==> src/rtl/usb_rx_pkg.sv <==
// Shared constants and types for the USB-style RX packet decoder.
package usb_rx_pkg;

  localparam logic [3:0] PidOut   = 4'b0001;
  localparam logic [3:0] PidIn    = 4'b1001;
  localparam logic [3:0] PidAck   = 4'b0010;
  localparam logic [3:0] PidNak   = 4'b1010;
  localparam logic [3:0] PidStall = 4'b1110;
  localparam logic [3:0] PidData  = 4'b0011;

  localparam logic [7:0] SyncByte = 8'b1000_0000;

  localparam int unsigned MaxPayload = 64;
  localparam int unsigned CrcBytes   = 2;

  localparam logic [15:0] CrcInit     = 16'hFFFF;
  localparam logic [15:0] CrcPoly     = 16'h8005;
  localparam logic [15:0] CrcResidual = 16'h800D;

  typedef enum logic [1:0] {
    StIdle,
    StPid,
    StPayload,
    StErr
  } rx_state_e;

  // Upper nibble must be the complement of the code, and the code must be known.
  function automatic logic pid_is_valid(logic [7:0] pid_byte);
    logic known;
    case (pid_byte[3:0])
      PidOut, PidIn, PidAck, PidNak, PidStall, PidData: known = 1'b1;
      default: known = 1'b0;
    endcase
    return known && (pid_byte[7:4] == ~pid_byte[3:0]);
  endfunction

  // Payload length rule per PID; cnt counts every byte after the PID, CRC included.
  function automatic logic pid_len_ok(logic [3:0] pid, logic [6:0] cnt);
    logic ok;
    case (pid)
      PidOut, PidIn: ok = (cnt == 7'd2);
      PidData:       ok = (cnt >= 7'(CrcBytes)) && (cnt <= 7'(MaxPayload + CrcBytes));
      default:       ok = (cnt == 7'd0);
    endcase
    return ok;
  endfunction

endpackage

==> src/rtl/rx_crc16_checker.sv <==
// CRC16 over received payload bytes, bit 0 first. Only instantiated when
// RX_CRC16_CHECK_EN is defined.
module rx_crc16_checker
  import usb_rx_pkg::*;
(
  input  logic        clk,
  input  logic        n_rst,
  input  logic        clear_i,
  input  logic        byte_valid_i,
  input  logic [7:0]  byte_i,
  output logic [15:0] residual_o
);

  logic [15:0] crc_q, crc_d, crc_byte;

  // Fold one byte into the running CRC, LSB first.
  always_comb begin
    crc_byte = crc_q;
    for (int i = 0; i < 8; i++) begin
      if (byte_i[i] ^ crc_byte[15]) begin
        crc_byte = {crc_byte[14:0], 1'b0} ^ CrcPoly;
      end else begin
        crc_byte = {crc_byte[14:0], 1'b0};
      end
    end
    crc_d = crc_q;
    if (clear_i) begin
      crc_d = CrcInit;
    end else if (byte_valid_i) begin
      crc_d = crc_byte;
    end
  end

  // Residual includes a byte arriving in the same cycle as eop.
  assign residual_o = byte_valid_i ? crc_byte : crc_q;

  // CRC register.
  always_ff @(posedge clk or negedge n_rst) begin
    if (!n_rst) begin
      crc_q <= CrcInit;
    end else begin
      crc_q <= crc_d;
    end
  end

endmodule

==> src/rtl/rx_packet_decoder.sv <==
// RX packet decoder: sync/PID/payload framing, DATA payload extraction through a
// 2-byte delay buffer that withholds the trailing CRC. Optional CRC16 residual
// check is enabled with the RX_CRC16_CHECK_EN macro.
module rx_packet_decoder
  import usb_rx_pkg::*;
(
  input  logic       clk,
  input  logic       n_rst,
  input  logic       byte_valid,
  input  logic [7:0] rx_byte,
  input  logic       eop,
  output logic [3:0] rx_packet,
  output logic       rx_packet_valid,
  output logic       store_rx_data,
  output logic [7:0] rx_data,
  output logic       rx_data_ready,
  output logic       rx_error,
  output logic       rx_transfer_active,
  output logic [6:0] data_count
);

  rx_state_e  state_q;
  logic [3:0] rx_packet_q;
  logic       rx_packet_valid_q, store_rx_data_q, rx_data_ready_q;
  logic       rx_error_q, rx_transfer_active_q;
  logic [7:0] rx_data_q;
  logic [6:0] data_count_q;
  logic [6:0] pay_cnt_q;
  logic [7:0] buf_old_q, buf_new_q;
  logic [1:0] buf_cnt_q;

  logic       sync_hit, is_data, overflow, crc_feed, crc_ok;
  logic [6:0] pay_cnt_nxt;

  // Decode helpers shared by the FSM and the CRC checker.
  always_comb begin
    sync_hit = (state_q == StIdle) && byte_valid && (rx_byte == SyncByte);
    is_data  = (rx_packet_q == PidData);
    crc_feed = (state_q == StPayload) && byte_valid && is_data;
    overflow = crc_feed && (pay_cnt_q == 7'(MaxPayload + CrcBytes));
    pay_cnt_nxt = pay_cnt_q;
    if (byte_valid && (pay_cnt_q != 7'h7F)) begin
      pay_cnt_nxt = pay_cnt_q + 7'd1;
    end
  end

`ifdef RX_CRC16_CHECK_EN
  logic [15:0] crc_residual;

  rx_crc16_checker u_crc (
    .clk         (clk),
    .n_rst       (n_rst),
    .clear_i     (sync_hit),
    .byte_valid_i(crc_feed),
    .byte_i      (rx_byte),
    .residual_o  (crc_residual)
  );

  assign crc_ok = !is_data || (crc_residual == CrcResidual);
`else
  assign crc_ok = 1'b1;
`endif

  // Packet FSM with registered outputs. A byte and eop in the same cycle are
  // handled byte first, so an error raised by that byte also ends the packet.
  always_ff @(posedge clk or negedge n_rst) begin
    if (!n_rst) begin
      state_q              <= StIdle;
      rx_packet_q          <= 4'd0;
      rx_packet_valid_q    <= 1'b0;
      store_rx_data_q      <= 1'b0;
      rx_data_q            <= 8'd0;
      rx_data_ready_q      <= 1'b0;
      rx_error_q           <= 1'b0;
      rx_transfer_active_q <= 1'b0;
      data_count_q         <= 7'd0;
      pay_cnt_q            <= 7'd0;
      buf_old_q            <= 8'd0;
      buf_new_q            <= 8'd0;
      buf_cnt_q            <= 2'd0;
    end else begin
      rx_packet_valid_q <= 1'b0;
      store_rx_data_q   <= 1'b0;
      rx_data_ready_q   <= 1'b0;
      unique case (state_q)
        StIdle: begin
          if (sync_hit) begin
            state_q              <= StPid;
            rx_error_q           <= 1'b0;
            rx_transfer_active_q <= 1'b1;
            data_count_q         <= 7'd0;
            pay_cnt_q            <= 7'd0;
            buf_cnt_q            <= 2'd0;
          end
        end
        StPid: begin
          if (byte_valid && pid_is_valid(rx_byte)) begin
            rx_packet_q       <= rx_byte[3:0];
            rx_packet_valid_q <= 1'b1;
            if (eop) begin
              state_q              <= StIdle;
              rx_transfer_active_q <= 1'b0;
              if (!pid_len_ok(rx_byte[3:0], 7'd0)) rx_error_q <= 1'b1;
            end else begin
              state_q <= StPayload;
            end
          end else if (byte_valid || eop) begin
            rx_error_q <= 1'b1;
            if (eop) begin
              state_q              <= StIdle;
              rx_transfer_active_q <= 1'b0;
            end else begin
              state_q <= StErr;
            end
          end
        end
        StPayload: begin
          if (overflow) begin
            rx_error_q <= 1'b1;
            if (eop) begin
              state_q              <= StIdle;
              rx_transfer_active_q <= 1'b0;
            end else begin
              state_q <= StErr;
            end
          end else begin
            if (byte_valid) begin
              pay_cnt_q <= pay_cnt_nxt;
              if (is_data) begin
                if (buf_cnt_q == 2'd2) begin
                  store_rx_data_q <= 1'b1;
                  rx_data_q       <= buf_old_q;
                  data_count_q    <= data_count_q + 7'd1;
                  buf_old_q       <= buf_new_q;
                  buf_new_q       <= rx_byte;
                end else if (buf_cnt_q == 2'd1) begin
                  buf_new_q <= rx_byte;
                  buf_cnt_q <= 2'd2;
                end else begin
                  buf_old_q <= rx_byte;
                  buf_cnt_q <= 2'd1;
                end
              end
            end
            if (eop) begin
              state_q              <= StIdle;
              rx_transfer_active_q <= 1'b0;
              if (pid_len_ok(rx_packet_q, pay_cnt_nxt) && crc_ok) begin
                rx_data_ready_q <= is_data;
              end else begin
                rx_error_q <= 1'b1;
              end
            end
          end
        end
        StErr: begin
          if (eop) begin
            state_q              <= StIdle;
            rx_transfer_active_q <= 1'b0;
          end
        end
        default: state_q <= StIdle;
      endcase
    end
  end

  assign rx_packet          = rx_packet_q;
  assign rx_packet_valid    = rx_packet_valid_q;
  assign store_rx_data      = store_rx_data_q;
  assign rx_data            = rx_data_q;
  assign rx_data_ready      = rx_data_ready_q;
  assign rx_error           = rx_error_q;
  assign rx_transfer_active = rx_transfer_active_q;
  assign data_count         = data_count_q;

endmodule
==> config.mk <==
export PLATFORM = sky130hd
export DESIGN_NAME = rx_packet_decoder
export DESIGN_NICKNAME = d
export VERILOG_FILES = /design/src/rtl/usb_rx_pkg.sv /design/src/rtl/rx_crc16_checker.sv /design/src/rtl/rx_packet_decoder.sv
export SDC_FILE = /design/constraint.sdc
export NUM_CORES = 1
export LEC_CHECK = 0
export BUFFER_PORTS_ARGS = -buffer_cell sky130_fd_sc_hd__buf_2
export CAP_MARGIN = 10
export CORE_ASPECT_RATIO = 1.75
export CORE_MARGIN = 2
export CORE_UTILIZATION = 48
export DETAILED_ROUTE_END_ITERATION = 8
export GPL_TIMING_DRIVEN = 1
export MAX_ROUTING_LAYER = met4
export PLACE_DENSITY = 0.74
export SLEW_MARGIN = 20
export SYNTH_ARGS = -nofsm -noshare
export SYNTH_HDL_FRONTEND = slang
export SYNTH_SLANG_ARGS = --single-unit
==> constraint.sdc <==
create_clock -name clk -period 6.3 [get_ports clk]
set_input_delay 1.26 -clock clk [delete_from_list [all_inputs] [get_ports clk]]
set_output_delay 1.26 -clock clk [all_outputs]
set_load 0.005 [all_outputs]
# Yosys cells after proc, flatten, opt, wreduce, memory -nomap -nowiden

Index checks and enable logic that the tools add are counted.

$add $sub $neg: 2
Multipliers: 0
Div/mod/pow operators: 0
Magnitude comparators: 2
Equality and inequality tests: 31
Shift operators: 0
Muxes and demuxes: 64
Bitwise operators: 2
Reduce and logical (&&, ||, !) cells: 28

Operator list:

| cell                  | number |
|---|---|
| $mux W7               | 8 |
| $mux W1               | 32 |
| $mux W8               | 4 |
| $pmux W7 S2           | 2 |
| $mux W2               | 13 |
| $eq A4 B4 Y1 const B  | 4 |
| $ne A3 B3 Y1 const B  | 5 |
| $reduce_and A5 Y1     | 3 |
| $add A7 B1 Y7 const B | 2 |
| $eq A4 B2 Y1 const B  | 3 |
| $ne A2 B2 Y1 const B  | 6 |
| $reduce_and A6 Y1     | 2 |
| $logic_and A1 B1 Y1   | 9 |
| $eq A4 B1 Y1 const B  | 2 |
| $eq A8 B8 Y1 const B  | 1 |
| $pmux W2 S4           | 1 |
| $eq A7 B2 Y1 const B  | 1 |
| $eq A7 B7 Y1 const B  | 1 |
| $ge A7 B2 Y1 const B  | 1 |
| $le A7 B7 Y1 const B  | 1 |
| $logic_not A7 Y1      | 1 |
| $ne A7 B7 Y1 const B  | 1 |
| $reduce_and A7 Y1     | 1 |
| $eq A2 B2 Y1 const B  | 3 |
| 17 further kinds      | 22 |

Register bits after elaboration: 51
Bits in latches: 0
RAM bits: 0
Bits in read-only memories: 0
Input bits: 12
Output and inout port bits: 24
Word-level logic and storage cells: 142
Memories kept: 0

# Longest topological paths before layout

Gate-level depths: netlist of the first run.

Depth in word-level cells: 13
Gate-level depth with buffers: 10
Mapped depth without buffers: 8

# Worst setup path after synthesis of the first run

No wires, ideal clock.

Path kind: input port to flip-flop
From: input rx_byte[2]
To: register rx_error_q, in the netlist rx_error
Library setup time: 0.128 ns
Arrival: 2.855 ns
Required time: 6.172 ns
Path slack: 3.317 ns
Cell stages on the path: 6
Path buffers: 0
Path through: or4b_4 -> o31ai_4 -> o21ai_2 -> a311oi_1 -> o31ai_1 -> mux2_1

Longest elaborated chain between the ends: 8
Elaborated cells on any way between the ends: 27
Classes of those cells: 12 x eq/ne; 8 x mux; 1 x bitwise; 6 x reduce/logical

RTL lines:

| element                                                               | line                                              | RTL |
|---|---|---|
| start: declaration                                                    | rx_packet_decoder.sv:10                           | `input logic [7:0] rx_byte,` |
| $eq A4 B2 Y1 (tied with other cells)                                  | usb_rx_pkg.sv:30, usb_rx_pkg.sv:40                |  |
| $reduce_or A3 Y1 (no line) / $reduce_or A6 Y1 (equally long branches) | -                                                 |  |
| $mux W1, on equally long branches                                     | usb_rx_pkg.sv:40, usb_rx_pkg.sv:30                |  |
| $mux W1, on equally long branches                                     | rx_packet_decoder.sv:100, rx_packet_decoder.sv:85 |  |
| $mux W1 / $logic_and A1 B1 Y1 (equally long branches)                 | rx_packet_decoder.sv:97, usb_rx_pkg.sv:34         |  |
| $mux W1 / $logic_and A1 B1 Y1 (equally long branches)                 | rx_packet_decoder.sv:85, rx_packet_decoder.sv:97  |  |
| $ne A3 B3 Y1 (no line) / $mux W1 (equally long branches)              | -                                                 |  |
| $reduce_and A7 Y1 (no line) / $pmux W1 S3 (equally long branches)     | -                                                 |  |
| end signal: assignment                                                | rx_packet_decoder.sv:89                           | `rx_error_q <= 1'b0;` |
| end signal: assignment                                                | rx_packet_decoder.sv:103                          | `if (!pid_len_ok(rx_byte[3:0], 7'd0)) rx_error_q <= 1'b1;` |
| end signal: assignment                                                | rx_packet_decoder.sv:108                          | `rx_error_q <= 1'b1;` |
| end: declaration                                                      | rx_packet_decoder.sv:25                           | `logic rx_error_q, rx_transfer_active_q;` |

Several ways; a longest one is shown, not always the timed one. The select of a mux whose other input is x is not followed.
A chain may end at the register's enable or synchronous reset.

# Worst setup path in the final report of the first run

From: input byte_valid
To: register rx_error_q, in the netlist rx_error

Longest elaborated chain between the ends: 10
Elaborated cells on any way between the ends: 28
Classes of those cells: 2 x order compare; 7 x eq/ne; 8 x mux; 11 x reduce/logical

RTL lines:

| element                                             | line                     | RTL |
|---|---|---|
| start: declaration                                  | rx_packet_decoder.sv:9   | `input logic byte_valid,` |
| $logic_and A1 B1 Y1                                 | rx_packet_decoder.sv:42  | `if (byte_valid && (pay_cnt_q != 7'h7F)) begin` |
| $mux W7                                             | rx_packet_decoder.sv:42  |  |
| $ge A7 B2 Y1 / $le A7 B7 Y1 (equally long branches) | usb_rx_pkg.sv:42         | `PidData: ok = (cnt >= 7'(CrcBytes)) && (cnt <= 7'(MaxPayload + CrcBytes));` |
| $logic_and A1 B1 Y1                                 | usb_rx_pkg.sv:42         |  |
| $pmux W1 S2                                         | usb_rx_pkg.sv:40         | `case (pid)` |
| $mux W1                                             | rx_packet_decoder.sv:145 | `if (eop) begin` |
| $mux W1                                             | rx_packet_decoder.sv:118 | `if (overflow) begin` |
| $mux W1                                             | rx_packet_decoder.sv:85  | `unique case (state_q)` |
| $ne A3 B3 Y1 (no line)                              | -                        |  |
| $reduce_and A7 Y1 (no line)                         | -                        |  |
| end signal: assignment                              | rx_packet_decoder.sv:89  |  |
| end signal: assignment                              | rx_packet_decoder.sv:103 |  |
| end signal: assignment                              | rx_packet_decoder.sv:119 | `rx_error_q <= 1'b1;` |

Several ways; a longest one is shown, not always the timed one. The select of a mux whose other input is x is not followed.

==> metrics, run 1 <==
layout cell share with drive strength beyond 1 between 20% and 30%; WHS Endpoint rx_data[2]; Max IR drop VDD ~0.19 mV; flop2flop setup slack roughly 3.6 ns; Post-Syn Nets roughly 310; largest net degree at the start of global routing 52; nets 345; total leakage power between 1.5 and 2 nW; later-pin clock latency in the skew report 0.32 ns; clk sinks slightly above 50; ys async rst share 100%; initial core utilization between 40% and 50%; busiest layer in global routing met2; row count 36; Placeable Area about 0.0056 mm^2; chip height 105 um; critical path class input pin to flop; Worst Path Arrival roughly 3.2 ns; Synth Flop Type dfrtp_1; mux cell area share after synthesis 8.47%; Area growth syn-to-layout 11.9%; first-pass GRT wire length between 10000 and 15000 um; Worst-Margin Slew around 0.9 ns; Antenna Violating Nets Remaining 0; Mapped Cells between 200 and 300; TritonRoute pass-1 iters 4; Internal between 0.5 and 0.6 mW; most common cell after layout, fill and taps aside dfrtp_1; # IOs 36; largest family of logic cells by synthesized area simple AND/OR/NAND/NOR gates; CTS HTree Levels 2; CTS tree yes; met3 usage roughly 3.5%; # setup viols final 0; switch share a little over a third; cts hold-fix bufs 0; Synth Area in Adders 4.03%; clock-pin transition on the worst setup and hold timing paths 0.10 ns; Psw about 0.30 mW; Routability Congestion ~0.93; global-route usage over all layers about a fifth; most used cells in the layout excluding fill and tap cells 51 x dfrtp_1, 45 x nand2_1, 35 x buf_2; slew margin rel. between 30% and 40%; reg2reg end rx_error; minimum clock period around 2.9 ns; Post-Synth Simple-Gate Area between 20 and 25%; Synth Warn # 0; Cell Pwr Density roughly 270 mW/mm^2; post-CTS setup buffers 0; number of global-route vias before repair around 2200; Worst Slack Setup Final 3.35 ns; count of final hold-check violations 0; Die X slightly above 60 um; Place WS a little over 3 ns; Max Clock Freq 0.339 GHz; FF-to-FF Start state_q[0]; XOR/XNOR share of the synthesized area approximately 3.1%; sequential share of the synthesized area a little under half; complex-gate fraction of the synthesized area between 10% and 20%; drt total wl between 6000 and 7000 um; DR iter-0 viols about 110; n_diodes 0; Remaining Overflow, GRT 0; Post-synth EDFFs 0; Distinct cells, synth 52; Comb pwr share 30.5%; DRC viols 0; Hold Startpoint rx_data[2]; Buffers on Ports 35; FF-to-FF path depth 8; Clock Skews between 0.009 and 0.01 ns; Max Slew Vio Count 0; post-route clock period utilization 46.8%; WHS Path Cells 2; CTS Buffer Depth 2; Critical Path RT between 6 and 7 ns; initial antenna violation count 0; Hold WC Path Type flop to flop; CTS buffer count 5; M1 GR Usage between 20% and 30%; sequential power share between 40% and 50%; Clock Power Share between 20% and 30%; max_cap viols 0; CTS root buf clkbuf_8; post-route total power 0.830 mW; HPWL Detailed around 4400 um; Vias/cell 5.52; cell area after synthesis ~0.0028 mm^2; final instance area around 0.0031 mm^2; RSZ-0062 raised after global routing false; met2 Use GR roughly 34%; placed inst area roughly 0.003 mm^2; syn avg cell area 9.56 um^2; post_cts resized 0; Worst setup EP type flop; die area 0.00647 mm^2; status finished clean; type of origin of the critical path input pin; Synth Register Bits 51; wire per inst approximately 15 um; Crit Path Max Fanout 11; via count between 2000 and 2500; TNS Setup 0 ns
-- kinds of logic after synthesis --
logic type                 after synthesis
xor gates and xnor gates                10
buffers and inverters                   26
DFF                                     51
and+or+nand+nor                        114
muxes                                   22
adders and majority gates                9
AOI/OAI and AO/OA                       60
-- synth_stat cells, drive strengths merged, types with 4 or more instances --
cell type / instances / area share [%]
dfrtp: 51 / 46
nand2: 45 / 6.0
nor2: 24 / 3.5
a21oi: 15 / 2.7
o21ai: 15 / 2.8
inv: 14 / 1.9
mux2: 13 / 5.2
nand3: 10 / 1.8
clkbuf: 9 / 1.2
ha: 9 / 4.0
mux2i: 9 / 3.2
o31ai: 7 / 2.4
and2: 6 / 1.3
nor3: 6 / 1.1
xnor2: 5 / 1.6
xor2: 5 / 1.6
nand2b: 4 / 0.90
nor2b: 4 / 0.90
-- power by group through the flow --
stage / clock, mW / combinational, mW / sequential [mW]
2_1_floorplan: 0 / 0.191 / 0.375
3_3_place_gp: 0 / 0.249 / 0.381
3_5_place_dp: 0 / 0.252 / 0.381
4_1_cts: 0.210 / 0.253 / 0.375
5_1_grt: 0.221 / 0.282 / 0.380
6_report: 0.202 / 0.253 / 0.375
-- worst max-delay path: stages --
cell,delay [ns]
buf_2,0.19
nand4_1,0.20
or3_1,0.40
a22oi_1,0.30
mux2i_1,0.15
o31ai_1,0.30
mux2_1,0.35
-- stage by stage --
| stage | instances | utilization, % | hold slack, ns |
|---|---|---|---|
| floorplan | 292 | - | 0.439 |
| global route | 401 | 56.0 | 0.509 |
| global placement | 393 | 54.1 | 0.454 |
| detailed placement | 393 | 54.1 | 0.457 |
| CTS | 401 | 55.8 | 0.483 |
| finish | 401 | 56.0 | 0.476 |
-- registers in the layout (all words and copies together) (netlist names), 2 cells and up --
| signal | cells |
|---|---|
| rx_data | 8 |
| buf_new_q | 8 |
| state_q | 2 |
| rx_packet | 4 |
| buf_cnt_q | 2 |
| pay_cnt_q | 7 |
| buf_old_q | 8 |
| data_count | 7 |
-- metal layers --
layer | wire (um) | up-vias | part of all wire [%]
met5 | 0 | - | 0
met1 | 2420 | 1056 | 40
met2 | 3150 | 62 | 52
met4 | 212 | 0 | 3.5
li1 | - | 1078 | -
met3 | 223 | 17 | 3.7
-- final cells by class --
class | count | area [um^2]
fill | 537 | 2460
multi-input combinational | 215 | 1420
sequential | 51 | 1280
timing repair buffer | 36 | 183
tap | 76 | 95.1
clock buffer | 5 | 68.8
inverter | 15 | 56.3
clock inverter | 3 | 26.3
-- worst max path at each step --
stage / startpoint / end / slack, ns
after floorplan: rx_byte[2] / rx_error / 3.32
after CTS: rx_packet[3] / rx_error / 3.29
after global placement: byte_valid / rx_error / 3.03
after global routing: byte_valid / data_count[6] / 3.25
final: byte_valid / rx_error / 3.35
after detailed placement: byte_valid / data_count[5] / 3.02
Power figures use the tool's default switching activity.
==> run 2, diff against run 1 <==
PLACE_DENSITY = 0.77   (was 0.74)
clock period = 2.42 ns   (was 6.3 ns; I/O delays follow)
==> metrics, run 2 (synthesis results as in run 1) <==
# setup viols final 0 (unchanged); placed inst area 0.00316 mm^2 (was 0.00302 mm^2); wire per inst 15.2 um (was 15.0 um); most common cell after layout, fill and taps aside dfrtp_1 (unchanged); CTS tree yes (unchanged); Max IR drop VDD 0.441 mV (was 0.187 mV); CP max stage cell dfrtp_2 (was or3_1); HPWL Detailed 4820 um (was 4450 um); CTS HTree Levels 2 (unchanged); die area 0.00647 mm^2 (unchanged); nets 363 (was 345); CTS Buffer Depth 2 (unchanged); total leakage power 1.60 nW (was 1.51 nW); Worst Slack Setup Final 0.223 ns (was 3.35 ns); Cell Pwr Density 692 mW/mm^2 (was 266 mW/mm^2); clock-pin transition on the worst setup and hold timing paths 0.11 ns (was 0.10 ns); clk sinks 51 (unchanged); post-route total power 2.26 mW (was 0.830 mW); largest net degree at the start of global routing 52 (unchanged); number of global-route vias before repair 2295 (was 2159); Die X 61.7 um (unchanged); Worst setup EP type flop (unchanged); Max Slew Vio Count 0 (unchanged); critical path class flop to flop (was input pin to flop); Clock Skews 0.0102 ns (was 0.00931 ns); Placed Cells 411 (was 393); Max stage delay on crit path 0.46 ns (was 0.40 ns); initial core utilization 50.0% (unchanged); Buffers on Ports 35 (unchanged); Max Clock Freq about 0.46 GHz; max_cap viols 0 (unchanged); count of final hold-check violations 0 (unchanged); Place WS -0.0788 ns (was 3.02 ns); minimum clock period approximately 2.2 ns; Non-Filler Instances 419 (was 401); CP bufs+invs 1 (unchanged); row count 36 (unchanged); n_diodes 0 (unchanged); Worst Path Arrival 2.40 ns (was 3.15 ns); layout cell share with drive strength beyond 1 25.4% (was 20.9%); CP top delay family compound AO/OA/AOI/OAI gates (was simple AND/OR/NAND/NOR gates); FF/Latch Area 0.00128 mm^2 (about the same); DR iter-0 viols 96 (was 109); global-route usage over all layers 22.6% (was 21.1%); DRC viols 0 (unchanged); cts hold-fix bufs 0 (unchanged); slew margin rel. 57.0% (was 39.7%); later-pin clock latency in the skew report 0.32 ns (about the same); Remaining Overflow, GRT 0 (unchanged); Worst-Margin Slew 0.646 ns (was 0.901 ns); final instance area 0.00327 mm^2 (was 0.00313 mm^2); via count 2308 (was 2213); type of origin of the critical path flop (was input pin); initial antenna violation count 0 (unchanged); Area growth syn-to-layout 17.0% (was 11.9%); Critical Path RT 2.63 ns (was 6.50 ns); Vias/cell 5.51 (was 5.52); Hold WC Path Type input pin to async pin (was flop to flop); RSZ-0062 raised after global routing false (unchanged); Placeable Area 0.00559 mm^2 (unchanged); first-pass GRT wire length 10700 um (was 10000 um); most used cells in the layout excluding fill and tap cells 50 x dfrtp_1, 45 x nand2_1, 35 x buf_2 (was 51 x dfrtp_1, 45 x nand2_1, 35 x buf_2); # fillers 527 (was 537); CTS buffer count 5 (unchanged); Routability Congestion 0.949 (was 0.934); crit-path cells ha_1 -> buf_4 -> nand3_1 -> nor3_1 -> o211ai_1 -> o2111ai_1 -> o31ai_1 -> mux2_1 (was buf_2 -> nand4_1 -> or3_1 -> a22oi_1 -> mux2i_1 -> o31ai_1 -> mux2_1); chip height 105 um (unchanged); multi-input gate area in the final layout 0.00142 mm^2 (about the same); post-CTS setup buffers 0 (unchanged); Antenna Violating Nets Remaining 0 (unchanged); hold_ws 0.260 ns (was 0.476 ns); TritonRoute pass-1 iters 5 (was 4); status finished clean (unchanged); post-route clock period utilization 90.8%; drt total wl 6370 um (was 6010 um); Crit Path Max Fanout 6 (was 11); # IOs 36 (unchanged); CTS root buf clkbuf_8 (unchanged)
[run 2: cell types whose count changed in the layout (fill, tap and decap cells not counted), sizes merged]
cell	delta
buf	+18
[run 2: layout make-up]
| class | instances | share of cell area [%] |
|---|---|---|
| multi-input cells | 215 | 43.4 |
| flip-flops and latches | 51 | 39.1 |
| repair buffers | 54 | 9.72 |
| well taps | 76 | 2.91 |
| clock buffers | 5 | 2.11 |
| clock inverters | 3 | 1.03 |
| inverters | 15 | 1.72 |
[run 2: power breakdown]
group | switching, mW | total [mW] | internal [mW]
clock network | 0.320 | 0.540 | 0.220
registers | 0.0486 | 0.966 | 0.917
logic | 0.439 | 0.758 | 0.319
total | 0.807 | 2.26 | 1.46
[run 2: metal layers]
layer	global-route usage (%)	vias to the layer above	wire length [um]	share of wire (%)
met1	26.2	1122	2480	39
li1	-	1114	-	-
met3	3.34	14	193	3.0
met2	37.4	58	3510	55
met5	-	-	0	0
met4	9.57	0	190	3.0
[run 2: stage by stage]
step | util [%] | TNS, ns
2_1_floorplan | - | 0
5_1_grt | 58.5 | 0
6_report | 58.5 | 0
3_5_place_dp | 56.6 | -0.109
3_3_place_gp | 56.6 | 0
4_1_cts | 58.4 | 0
[run 2: worst paths after layout]
kind	start	endpoint	slack [ns]	depth (start not counted)
setup / recovery	pay_cnt_q[1]	rx_error	0.22	8
hold / removal	n_rst	rx_packet_valid	0.26	2
setup reg to reg	pay_cnt_q[1]	rx_error	0.22	8
hold reg to reg	rx_data[0]	rx_data[0]	0.48	2
max in group asynchronous	n_rst	pay_cnt_q[1]	1.69	2
min in group clk	rx_byte[7]	buf_new_q[7]	0.46	2
[run 2: timing repair]
item                                    CTS  global route
hold endpoints to repair                  0             0
endpoints found under the setup margin    0             1
resized for setup                         0             2
